File: src/rtl/vga_sync_gen.sv
// vga_sync_gen: 640x480@60 raster timing generator on the pixel clock.
// Ports: clk, reset (async, active-high), ena (count enable);
//   x_px/y_px (10-bit position), hsync/vsync (level per SYNC_POL),
//   activevideo, line_start, frame_start, frame_cnt (16-bit, wraps).
// All outputs are flops loaded from the same next-position value,
// so the decoded flags never lag the counters they describe.
// H_TOTAL and V_TOTAL must each be at most 1024 (10-bit counters).
module vga_sync_gen #(
   parameter int   H_ACTIVE = 640,
   parameter int   H_FP     = 16,
   parameter int   H_SYNC   = 96,
   parameter int   H_BP     = 48,
   parameter int   V_ACTIVE = 480,
   parameter int   V_FP     = 10,
   parameter int   V_SYNC   = 2,
   parameter int   V_BP     = 33,
   parameter logic SYNC_POL = 1'b0
) (
   input  logic        clk,
   input  logic        reset,
   input  logic        ena,
   output logic [9:0]  x_px,
   output logic [9:0]  y_px,
   output logic        hsync,
   output logic        vsync,
   output logic        activevideo,
   output logic        line_start,
   output logic        frame_start,
   output logic [15:0] frame_cnt
);

   localparam int H_TOTAL = H_ACTIVE + H_FP + H_SYNC + H_BP;
   localparam int V_TOTAL = V_ACTIVE + V_FP + V_SYNC + V_BP;

   // 11-bit constants so a total of exactly 1024 is still representable.
   localparam logic [10:0] H_LAST  = 11'(H_TOTAL - 1);
   localparam logic [10:0] V_LAST  = 11'(V_TOTAL - 1);
   localparam logic [10:0] H_VIS   = 11'(H_ACTIVE);
   localparam logic [10:0] V_VIS   = 11'(V_ACTIVE);
   localparam logic [10:0] HS_BEG  = 11'(H_ACTIVE + H_FP);
   localparam logic [10:0] HS_END  = 11'(H_ACTIVE + H_FP + H_SYNC);
   localparam logic [10:0] VS_BEG  = 11'(V_ACTIVE + V_FP);
   localparam logic [10:0] VS_END  = 11'(V_ACTIVE + V_FP + V_SYNC);

   logic [9:0]  x_q, x_d;
   logic [9:0]  y_q, y_d;
   logic [15:0] fc_q, fc_d;
   logic        hs_q, hs_d;
   logic        vs_q, vs_d;
   logic        av_q, av_d;
   logic        ls_q, ls_d;
   logic        fs_q, fs_d;
   logic [10:0] xw, yw;

   always_comb begin
      x_d  = x_q;
      y_d  = y_q;
      fc_d = fc_q;
      if (ena) begin
         if ({1'b0, x_q} == H_LAST) begin
            x_d = '0;
            if ({1'b0, y_q} == V_LAST) begin
               y_d  = '0;
               fc_d = fc_q + 16'd1;
            end else begin
               y_d = y_q + 10'd1;
            end
         end else begin
            x_d = x_q + 10'd1;
         end
      end

      // Flags decode the next position; with ena low that is the
      // current position, so every output holds without extra gating.
      xw   = {1'b0, x_d};
      yw   = {1'b0, y_d};
      hs_d = (xw >= HS_BEG && xw < HS_END) ? SYNC_POL : ~SYNC_POL;
      vs_d = (yw >= VS_BEG && yw < VS_END) ? SYNC_POL : ~SYNC_POL;
      av_d = (xw < H_VIS) && (yw < V_VIS);
      ls_d = (x_d == 10'd0);
      fs_d = (x_d == 10'd0) && (y_d == 10'd0);
   end

   // Reset state is the decode of position (0,0).
   always_ff @(posedge clk or posedge reset) begin
      if (reset) begin
         x_q  <= '0;
         y_q  <= '0;
         fc_q <= '0;
         hs_q <= ~SYNC_POL;
         vs_q <= ~SYNC_POL;
         av_q <= 1'b1;
         ls_q <= 1'b1;
         fs_q <= 1'b1;
      end else begin
         x_q  <= x_d;
         y_q  <= y_d;
         fc_q <= fc_d;
         hs_q <= hs_d;
         vs_q <= vs_d;
         av_q <= av_d;
         ls_q <= ls_d;
         fs_q <= fs_d;
      end
   end

   assign x_px        = x_q;
   assign y_px        = y_q;
   assign frame_cnt   = fc_q;
   assign hsync       = hs_q;
   assign vsync       = vs_q;
   assign activevideo = av_q;
   assign line_start  = ls_q;
   assign frame_start = fs_q;

endmodule

File: config.mk
export PLATFORM = sky130hd
export DESIGN_NAME = vga_sync_gen
export DESIGN_NICKNAME = d
export VERILOG_FILES = /design/src/rtl/vga_sync_gen.sv
export SDC_FILE = /design/constraint.sdc
export NUM_CORES = 1
export LEC_CHECK = 0
export BUFFER_PORTS_ARGS = -buffer_cell sky130_fd_sc_hd__buf_4
export CAP_MARGIN = 30
export CORE_MARGIN = 8
export CORE_UTILIZATION = 50
export DETAILED_ROUTE_END_ITERATION = 8
export PLACE_DENSITY = 0.73
export SYNTH_ARGS = -nofsm -noshare
export SYNTH_HDL_FRONTEND = slang
export SYNTH_SLANG_ARGS = --single-unit
File: constraint.sdc
create_clock -name clk -period 2.8 [get_ports clk]
set_input_delay 0.56 -clock clk [delete_from_list [all_inputs] [get_ports clk]]
set_output_delay 0.56 -clock clk [all_outputs]
set_load 0.02 [all_outputs]
Yosys cells after proc, flatten, opt, wreduce, memory -nomap -nowiden

Index checks and enable logic that the tools add are counted.

Flip-flop bits (word level): 41
Input bits: 3
Output and inout bits: 41
Word-level logic and storage cells: 33

$add $sub $neg: 3
Magnitude comparators: 6
Eq/ne operators: 2
Multiplexer cells: 7
Reductions and logical operators: 7

Operator list:

| cell                  | count |
|---|---|
| $mux 10               | 5 |
| $add 10x1->10 const B | 2 |
| $eq 10x10->1 const B  | 2 |
| $logic_not 10->1      | 2 |
| $lt 10x10->1 const B  | 2 |
| $lt 10x9->1 const B   | 2 |
| $add 16x1->16 const B | 1 |
| $ge 10x10->1 const B  | 1 |
| $ge 10x9->1 const B   | 1 |
| $logic_and 1x1->1     | 4 |
| $reduce_and 3->1      | 1 |
| $mux 1                | 2 |

Depth between registers and ports, before layout

Gate-level depths: netlist of run 1.

Depth in word-level cells: 7
Depth in mapped cells: 9
Depth with buffers taken out: 8

Worst setup path before layout of run 1

OpenSTA, ideal clock, no wires.

Path kind: reg-to-reg
From: register x_q[5], in the netlist x_px[5]
To: register fs_q, in the netlist frame_start
Setup time: 63 ps
Arrival time: 2,254 ps
Data required time: 2,737 ps
Setup slack: 483 ps
Stages on the path, launching flop included: 9
Buffers on the path: 2
Period minus slack after synthesis: 2,317 ps
Path through: dfrtp_1 > buf_6 > nor4b_4 > nand4_2 > buf_6 > o31a_1 > or2_4 > nor4b_2 > and4_1

Cells in the longest elaborated chain, start to end: 5
Elaborated cells on any way between the ends: 9
Those cells by class: 1 x add/sub; 1 x eq/ne; 4 x mux; 3 x reduce/logical

Ends and longest elaborated chain:

| element                | RTL line | source |
|---|---|---|
| from (decl)            | 45       | `logic [9:0] x_q, x_d;` |
| from (signal assigned) | 87       | `x_q <= '0;` |
| from (signal assigned) | 96       | `x_q <= x_d;` |
| $eq 10x10->1           | 60       | `if ({1'b0, x_q} == H_LAST) begin` |
| $mux 10                | 60       |  |
| $mux 10                | 59       | `if (ena) begin` |
| via y_d[5]             | 46       | `logic [9:0] y_q, y_d;` |
| $logic_not 10->1       | 81       | `fs_d = (x_d == 10'd0) && (y_d == 10'd0);` |
| $logic_and 1x1->1      | 81       |  |
| via fs_d               | 52       | `logic fs_q, fs_d;` |
| to (signal assigned)   | 103      | `fs_q <= fs_d;` |
| to (decl)              | 52       |  |

The timed path passes the listed nets, and every way through them passes these cells.
A chain may end at the register's enable or synchronous reset.

Worst setup path after layout of run 1

From: register x_q[0], in the netlist x_px[0]
To: register fs_q, in the netlist frame_start

The elaborated chain is that of the path after synthesis.

==> results.rst, run 1 <==
.. list-table::
   :header-rows: 1

   * - Metric
     - Value
   * - Largest incremental delay on the critical path
     - 600 ps
   * - Source-to-sink clock delay at the later pin of the worst-skew pair
     - 290 ps
   * - Share of synthesized area occupied by flip-flops and latches
     - 0.4459
   * - Critical path, cell by cell
     - ha_1 -> and2_1 -> nand4_2 -> or4_1 -> a21oi_1 -> nor4b_2 -> and4_1
   * - Antenna Diode Count
     - 0
   * - Clock transition time at the flip-flop clock pins of the worst setup and hold paths
     - 80 ps
   * - Leakage
     - 1.248 nW
   * - Inserted Clock Buffers
     - 5
   * - Final number of hold-violating endpoints
     - 0
   * - Row count
     - 24
   * - Worst-margin pin slew
     - 509.1 ps
   * - Synth Area per Inst
     - 9.605 um2
   * - Leftover overflow at the end of global routing
     - 0
   * - Count of filler cells inserted in the layout
     - 358
   * - TritonCTS clock tree
     - built
   * - Vertical die dimension
     - 84.04 um
   * - Full die area
     - 7063 um2
   * - Critical path launch point type
     - flip-flop
   * - Number of global-route vias before repair
     - 1905
   * - Share of the clock period used by the worst path after layout
     - 0.9180
   * - Max Clock Skew
     - 5.431 ps
   * - Via/cell ratio
     - 5.937
   * - Relative max-transition margin
     - 0.6606
   * - Clock period minus worst slack
     - 2570 ps
   * - Routability Congestion
     - 0.9144
   * - Max-capacitance violation count
     - 0
   * - Cell family contributing the most delay on the critical path
     - simple AND/OR/NAND/NOR gates
   * - FFs w/ async S/R, synth
     - 1.000
   * - DRT antenna net count
     - 0
   * - Area inside the core boundary
     - 4414 um2
   * - Power density normalized to cell area
     - 551.5 nW/um2
   * - Layout cell share with drive strength beyond 1
     - 0.2633
   * - Number of buffer and inverter instances along the worst setup path
     - 0
   * - Initial standard-cell utilization of the core
     - 0.5244
   * - Avg WL per Cell
     - 16.28 um
   * - Die X
     - 84.04 um
   * - Maximum number of buffers from clock root to sink
     - 2
   * - Hold_buf cts
     - 0
   * - First-pass iteration count of the detailed router
     - 4
   * - Final max-slew violation count
     - 0
   * - Synth Warn #
     - 0
   * - Share of the core filled with cells
     - 0.6278
   * - Final-report setup violation count
     - 0
   * - Root buffer cell
     - sky130_fd_sc_hd__clkbuf_8
   * - RSZ-0062 raised after global routing
     - no
   * - Largest fanout of any net on the critical path
     - 11
   * - Initial antenna violation count
     - 0
   * - DRC errors left
     - 0
   * - Layout overhead on the synthesized area
     - 19.73%
   * - Predominant post-synthesis flop cell
     - sky130_fd_sc_hd__dfrtp_1
   * - Total negative setup slack
     - 0 ps
   * - Post-synth EDFFs
     - 0
   * - Startpoint of the most critical register-to-register path
     - x_px[0]$_DFF_PP0_
   * - Netlist cell types
     - 50
   * - Required arrival time at the worst endpoint
     - 3030 ps
   * - Number of nets in the layout
     - 287
   * - Overall Global Routing Usage
     - 0.1543
   * - Total vias in the final route
     - 1977
   * - H-tree lvl count
     - 2
   * - Detailed placement HPWL
     - 3994 um
   * - Path type of the worst min-delay path
     - in2async
   * - Pin count of the biggest net entering global routing
     - 42
   * - Critical-path cell with the highest stage delay
     - sky130_fd_sc_hd__or4_1
   * - Critical path endpoint category
     - flip-flop
   * - Iteration-0 DRC Markers
     - 126
   * - Maximum achievable frequency
     - 389.0 MHz
   * - Count of input and output buffers
     - 43
   * - Global-route wire length before repair
     - 9052 um
   * - Crit path arrival time
     - 2800 ps
   * - Post-synthesis instance area
     - 2315 um2
   * - Total Routed Length
     - 5421 um
   * - Result of the run
     - finished, final reports clean
   * - Instance count of the mapped netlist
     - 241
   * - Post-CTS setup-driven buffer insertion count
     - 0
   * - Crit Path Category
     - reg2reg
   * - Number of sinks on the clock net
     - 41
   * - # IOs
     - 44
   * - CP Launch Point
     - x_px[0]$_DFF_PP0_
   * - Mapped Nets
     - 248
   * - Synthesized flop and latch total
     - 41
   * - Worst-case vdd ir drop
     - 0.4256 mV
sequential cells by signal, indices dropped and copies added (netlist names):
| signal | flops |
|---|---|
| line_start | 1 |
| x_px | 10 |
| vsync | 1 |
| hsync | 1 |
| frame_start | 1 |
| activevideo | 1 |
| frame_cnt | 16 |
| y_px | 10 |
path summary, 6_finish.rpt:
kind	to	slack [ps]	depth (start not counted)
max in group asynchronous	vsync$_DFF_PP1_	2040	3
setup / recovery	frame_start$_DFF_PP1_	230	7
hold / removal	x_px[6]$_DFF_PP0_	380	3
min in group clk	frame_cnt[15]$_DFFE_PP0P_	480	1
setup reg to reg	frame_start$_DFF_PP1_	230	7
hold reg to reg	frame_cnt[15]$_DFFE_PP0P_	480	1
power breakdown:
part	internal, mW	total (mW)	switching (mW)
combinational	0.110	0.264	0.154
clock	0.354	0.560	0.206
sequential	0.625	0.704	0.0795
routing by layer:
layer / routed length, um / track usage / up-vias
met2: 2487 / 0.2340 / 81
met1: 2462 / 0.1972 / 949
met3: 411 / 0.05176 / 5
met4: 60 / 0.05651 / 0
met5: 0 / 0 / -
li1: - / - / 942
worst register-to-register path, stage by stage, from the launching register on:
cell and delay [ps]:
sky130_fd_sc_hd__dfrtp_1 480, sky130_fd_sc_hd__ha_1 310, sky130_fd_sc_hd__and2_1 250, sky130_fd_sc_hd__nand4_2 310, sky130_fd_sc_hd__or4_1 600, sky130_fd_sc_hd__a21oi_1 280, sky130_fd_sc_hd__nor4b_2 80, sky130_fd_sc_hd__and4_1 200
final cells by class:
cell class              count  area, um2  area share
inverters                   8      30.03     0.01084
well taps                  52      65.06     0.02348
multi-input cells         180       1180      0.4257
clock buffers               5      68.82     0.02483
flip-flops and latches     41       1032      0.3725
repair buffers             44      330.3      0.1192
clock inverters             3      65.06     0.02348
what timing repair did:
item | 4_1_cts | 5_1_grt
hold endpoints to repair | 0 | 0
gates resized for setup | 0 | 1
endpoints found under the setup margin | 0 | 1
synth_stat cells, drive strengths merged, types with 2 or more instances:
| cell type | count | share of area |
|---|---|---|
| dfrtp | 36 | 0.39 |
| nand2 | 27 | 0.044 |
| nor2 | 21 | 0.034 |
| xnor2 | 18 | 0.068 |
| nand3 | 17 | 0.037 |
| nand4 | 9 | 0.027 |
| a21oi | 8 | 0.017 |
| inv | 8 | 0.013 |
| buf | 7 | 0.024 |
| o21ai | 6 | 0.013 |
| xor2 | 6 | 0.023 |
| and4 | 5 | 0.019 |
| clkbuf | 5 | 0.0092 |
| dfstp | 5 | 0.057 |
| nor3 | 5 | 0.011 |
| or4 | 5 | 0.017 |
| a211oi | 4 | 0.013 |
| and2 | 4 | 0.011 |
| and3 | 4 | 0.011 |
| ha | 4 | 0.022 |
| nand2b | 4 | 0.011 |
| nor4 | 4 | 0.017 |
| a31oi | 3 | 0.0081 |
| mux2 | 3 | 0.015 |
| o22ai | 3 | 0.0081 |
| or2 | 3 | 0.0092 |
| nor4b | 2 | 0.017 |
| o31ai | 2 | 0.0065 |
| o32ai | 2 | 0.0076 |
metrics by stage:
| step | power, mW | cell area [um2] | setup slack (ps) | hold slack, ps | std cells |
|---|---|---|---|---|---|
| detailed placement | 0.9804 | 2633 | 248.1 | 474.6 | 325 |
| global placement | 0.9775 | 2633 | 334.4 | 464.1 | 325 |
| floorplan | 0.9069 | 2315 | 482.7 | 582.2 | 241 |
| finish | 1.528 | 2771 | 229.5 | 384.8 | 333 |
| CTS | 1.542 | 2766 | 231.6 | 398.9 | 333 |
| global route | 1.597 | 2771 | 26.85 | 439.9 | 333 |
cell families (layout without fill, tap and decap cells):
kind of cell,Yosys count,after routing,share of synthesized area
and+or+nand+nor,114,114,0.2811
DFF,41,41,0.4459
AOI/OAI and AO/OA,35,35,0.09947
xor gates and xnor gates,24,24,0.09081
buffers and inverters,20,60,0.04649
adders and majority gates,4,4,0.02162
muxes,3,3,0.01459
placed cells by master (no fill, tap or decap), drive strengths merged, types with 6 or more instances in the layout:
cell type / count
a21oi: 8
nand4: 9
nand3: 17
nor2: 21
buf: 44
xnor2: 18
nand2: 27
dfrtp: 36
xor2: 6
inv: 8
o21ai: 6
Power figures use the tool's default switching activity.
==> run 2: changes to the inputs <==
Clock period 2.8 ns to 2.9 ns, I/O delays scaled along.
==> run 2 against run 1 <==
Against the previous run: clock power is 21% lower; non-clock buffer count did not move; via count is 1.9% lower; power shrank 9.8%; die area did not move; critical path depth is 1 lower; sequential power shrank 3.6%; cell area down 1.3%; flip-flop and latch count is the same; register-to-register slack improved by 110 ps; wire length down 1.6%; largest cell class unchanged.
==> results.rst, run 2 (synthesized netlist as in run 1, its figures left out) <==
.. list-table::
   :header-rows: 1

   * - Metric
     - Value
   * - Maximum number of buffers from clock root to sink
     - 2 (unchanged)
   * - Iteration-0 DRC Markers
     - 124 (-1.6%)
   * - Hold_buf cts
     - 0 (unchanged)
   * - Final-report setup violation count
     - 0 (unchanged)
   * - Initial standard-cell utilization of the core
     - 0.5244 (unchanged)
   * - DRC errors left
     - 0 (unchanged)
   * - Total negative setup slack
     - 0 ps (unchanged)
   * - Met2 Resource Use GR
     - 0.2263 (-0.007660)
   * - DRT antenna net count
     - 0 (unchanged)
   * - RSZ-0062 raised after global routing
     - no
   * - Vertical die dimension
     - 84.04 um (unchanged)
   * - Initial antenna violation count
     - 0 (unchanged)
   * - Placed Cells
     - 325 (unchanged)
   * - Crit path arrival time
     - 2750 ps (-50 ps)
   * - Detailed placement HPWL
     - 3912 um (-2.1%)
   * - Final number of hold-violating endpoints
     - 0 (unchanged)
   * - Routability Congestion
     - 0.9401 (+2.8%)
   * - Count of filler cells inserted in the layout
     - 365 (+2.0%)
   * - Largest fanout of any net on the critical path
     - 11 (unchanged)
   * - Area inside the core boundary
     - 4414 um2 (unchanged)
   * - Row count
     - 24 (unchanged)
   * - Count of input and output buffers
     - 43 (unchanged)
   * - Clock transition time at the flip-flop clock pins of the worst setup and hold paths
     - 80 ps (about the same)
   * - Max-capacitance violation count
     - 0 (unchanged)
   * - Share of the clock period used by the worst path after layout
     - 0.8822 (-0.03583)
   * - Pin count of the biggest net entering global routing
     - 42 (unchanged)
   * - Cts repair resizes
     - 0 (unchanged)
   * - Total Routed Length
     - 5334 um (-1.6%)
   * - Layout cell share with drive strength beyond 1
     - 0.2571 (-0.006202)
   * - Most frequent cells in the layout
     - sky130_fd_sc_hd__buf_4 (44), sky130_fd_sc_hd__dfrtp_1 (36), sky130_fd_sc_hd__nand2_1 (27), sky130_fd_sc_hd__nor2_1 (21), sky130_fd_sc_hd__xnor2_1 (18)
   * - Layout overhead on the synthesized area
     - 18.22%
   * - Source-to-sink clock delay at the later pin of the worst-skew pair
     - 290 ps (about the same)
   * - Post-CTS setup-driven buffer insertion count
     - 0 (unchanged)
   * - Clock period minus worst slack
     - 2558 ps (-12.10 ps)
   * - Number of flip-flops in the largest register
     - 16 (unchanged)
   * - Global-route wire length before repair
     - 9239 um (+2.1%)
   * - Overall Global Routing Usage
     - 0.1567 (+0.002476)
   * - Avg WL per Cell
     - 16.07 um (-1.3%)
   * - H-tree lvl count
     - 2 (unchanged)
   * - Final Total Pwr
     - 1.379 mW (-9.8%)
   * - Inserted Clock Buffers
     - 5 (unchanged)
   * - Required arrival time at the worst endpoint
     - 3100 ps (+70 ps)
   * - Final setup slack of the worst path
     - 341.6 ps (+112.1 ps)
   * - Pre-CTS worst setup slack
     - 381.4 ps (+133.3 ps)
   * - Met1 routing resource usage after global routing
     - 0.2112 (+0.01405)
   * - Die X
     - 84.04 um (unchanged)
   * - Leftover overflow at the end of global routing
     - 0 (unchanged)
   * - Most common cell after layout, fill and taps aside
     - sky130_fd_sc_hd__buf_4
   * - Max Clock Skew
     - 4.953 ps (-0.4776 ps)
   * - First-pass iteration count of the detailed router
     - 5 (+1)
   * - Root buffer cell
     - sky130_fd_sc_hd__clkbuf_8
   * - Final max-slew violation count
     - 0 (unchanged)
   * - Full die area
     - 7063 um2 (unchanged)
   * - Number of nets in the layout
     - 287 (unchanged)
   * - Maximum achievable frequency
     - 390.9 MHz (+0.47%)
   * - Via/cell ratio
     - 5.843 (-1.6%)
   * - Leakage
     - 1.234 nW (-1.1%)
   * - Relative max-transition margin
     - 0.6502 (-0.01045)
   * - Critical path launch point type
     - flip-flop
   * - Antenna Diode Count
     - 0 (unchanged)
   * - Path type of the worst min-delay path
     - in2async
   * - Worst-margin pin slew
     - 523.4 ps (+14.35 ps)
   * - # IOs
     - 44 (unchanged)
   * - Global-route met3 utilization
     - 0.04980 (-0.001953)
   * - Power density normalized to cell area
     - 503.9 nW/um2 (-8.6%)
   * - TritonCTS clock tree
     - built
   * - Worst-case vdd ir drop
     - 0.4544 mV (+6.7%)
   * - Total vias in the final route
     - 1940 (-1.9%)
   * - Result of the run
     - finished, final reports clean
   * - Number of standard cells in the final layout excluding fillers
     - 332 (-0.30%)
   * - Number of sinks on the clock net
     - 41 (unchanged)
   * - Number of global-route vias before repair
     - 1880 (-1.3%)
   * - Crit Path Category
     - reg2reg
   * - Critical path endpoint category
     - flip-flop
   * - Slack of the worst reg-to-reg path
     - 340 ps (+110 ps)
   * - Most congested layer reported by global routing
     - met2
run 2: cell types whose count changed in the layout (fill, tap and decap cells not counted), sizes merged:
cell,before,now
bufinv,2,1
run 2: area by class of cell:
cell class | count | area, um2 | area share
Clock buffer | 5 | 68.82 | 0.02515
Multi-Input combinational cell | 180 | 1175 | 0.4294
Timing Repair Buffer | 44 | 330.3 | 0.1207
Sequential cell | 41 | 1032 | 0.3772
Inverter | 8 | 30.03 | 0.01097
Tap cell | 52 | 65.06 | 0.02378
Clock inverter | 2 | 35.03 | 0.01280
run 2: routing by layer:
| layer | vias to the layer above | share of wire |
|---|---|---|
| li1 | 941 | - |
| met1 | 913 | 0.46 |
| met2 | 80 | 0.46 |
| met3 | 6 | 0.075 |
| met4 | 0 | 0.0096 |
| met5 | - | 0 |
run 2: path summary, 6_finish.rpt:
| kind | start | endpoint | cells after the start |
|---|---|---|---|
| min in group clk | frame_cnt[15]$_DFFE_PP0P_ | frame_cnt[15]$_DFFE_PP0P_ | 1 |
| hold / removal | reset | frame_cnt[12]$_DFFE_PP0P_ | 3 |
| hold reg to reg | frame_cnt[15]$_DFFE_PP0P_ | frame_cnt[15]$_DFFE_PP0P_ | 1 |
| setup / recovery | x_px[5]$_DFF_PP0_ | vsync$_DFF_PP1_ | 6 |
| max in group asynchronous | reset | vsync$_DFF_PP1_ | 3 |
| setup reg to reg | x_px[5]$_DFF_PP0_ | vsync$_DFF_PP1_ | 6 |
run 2: power breakdown:
group	total (mW)	switching (mW)	internal (mW)
sequential	0.679	0.0764	0.603
combinational	0.256	0.150	0.106
clock	0.443	0.193	0.250
total	1.38	0.420	0.959
run 2: stage by stage:
step	util	hold WS [ps]	instance area, um2
floorplan	-	582.2	2315
global placement	0.5964	464.9	2633
detailed placement	0.5964	488.3	2633
CTS	0.6199	425.3	2736
global route	0.6199	457.2	2736
finish	0.6199	407.3	2736
run 2: worst max-delay path, cell delays in order (launching register included):
cell and delay [ps]:
sky130_fd_sc_hd__dfrtp_1 510, sky130_fd_sc_hd__nor4b_4 490, sky130_fd_sc_hd__nand4_2 310, sky130_fd_sc_hd__nor4_1 420
sky130_fd_sc_hd__o22ai_1 140, sky130_fd_sc_hd__a2111oi_1 440, sky130_fd_sc_hd__nand4_1 150
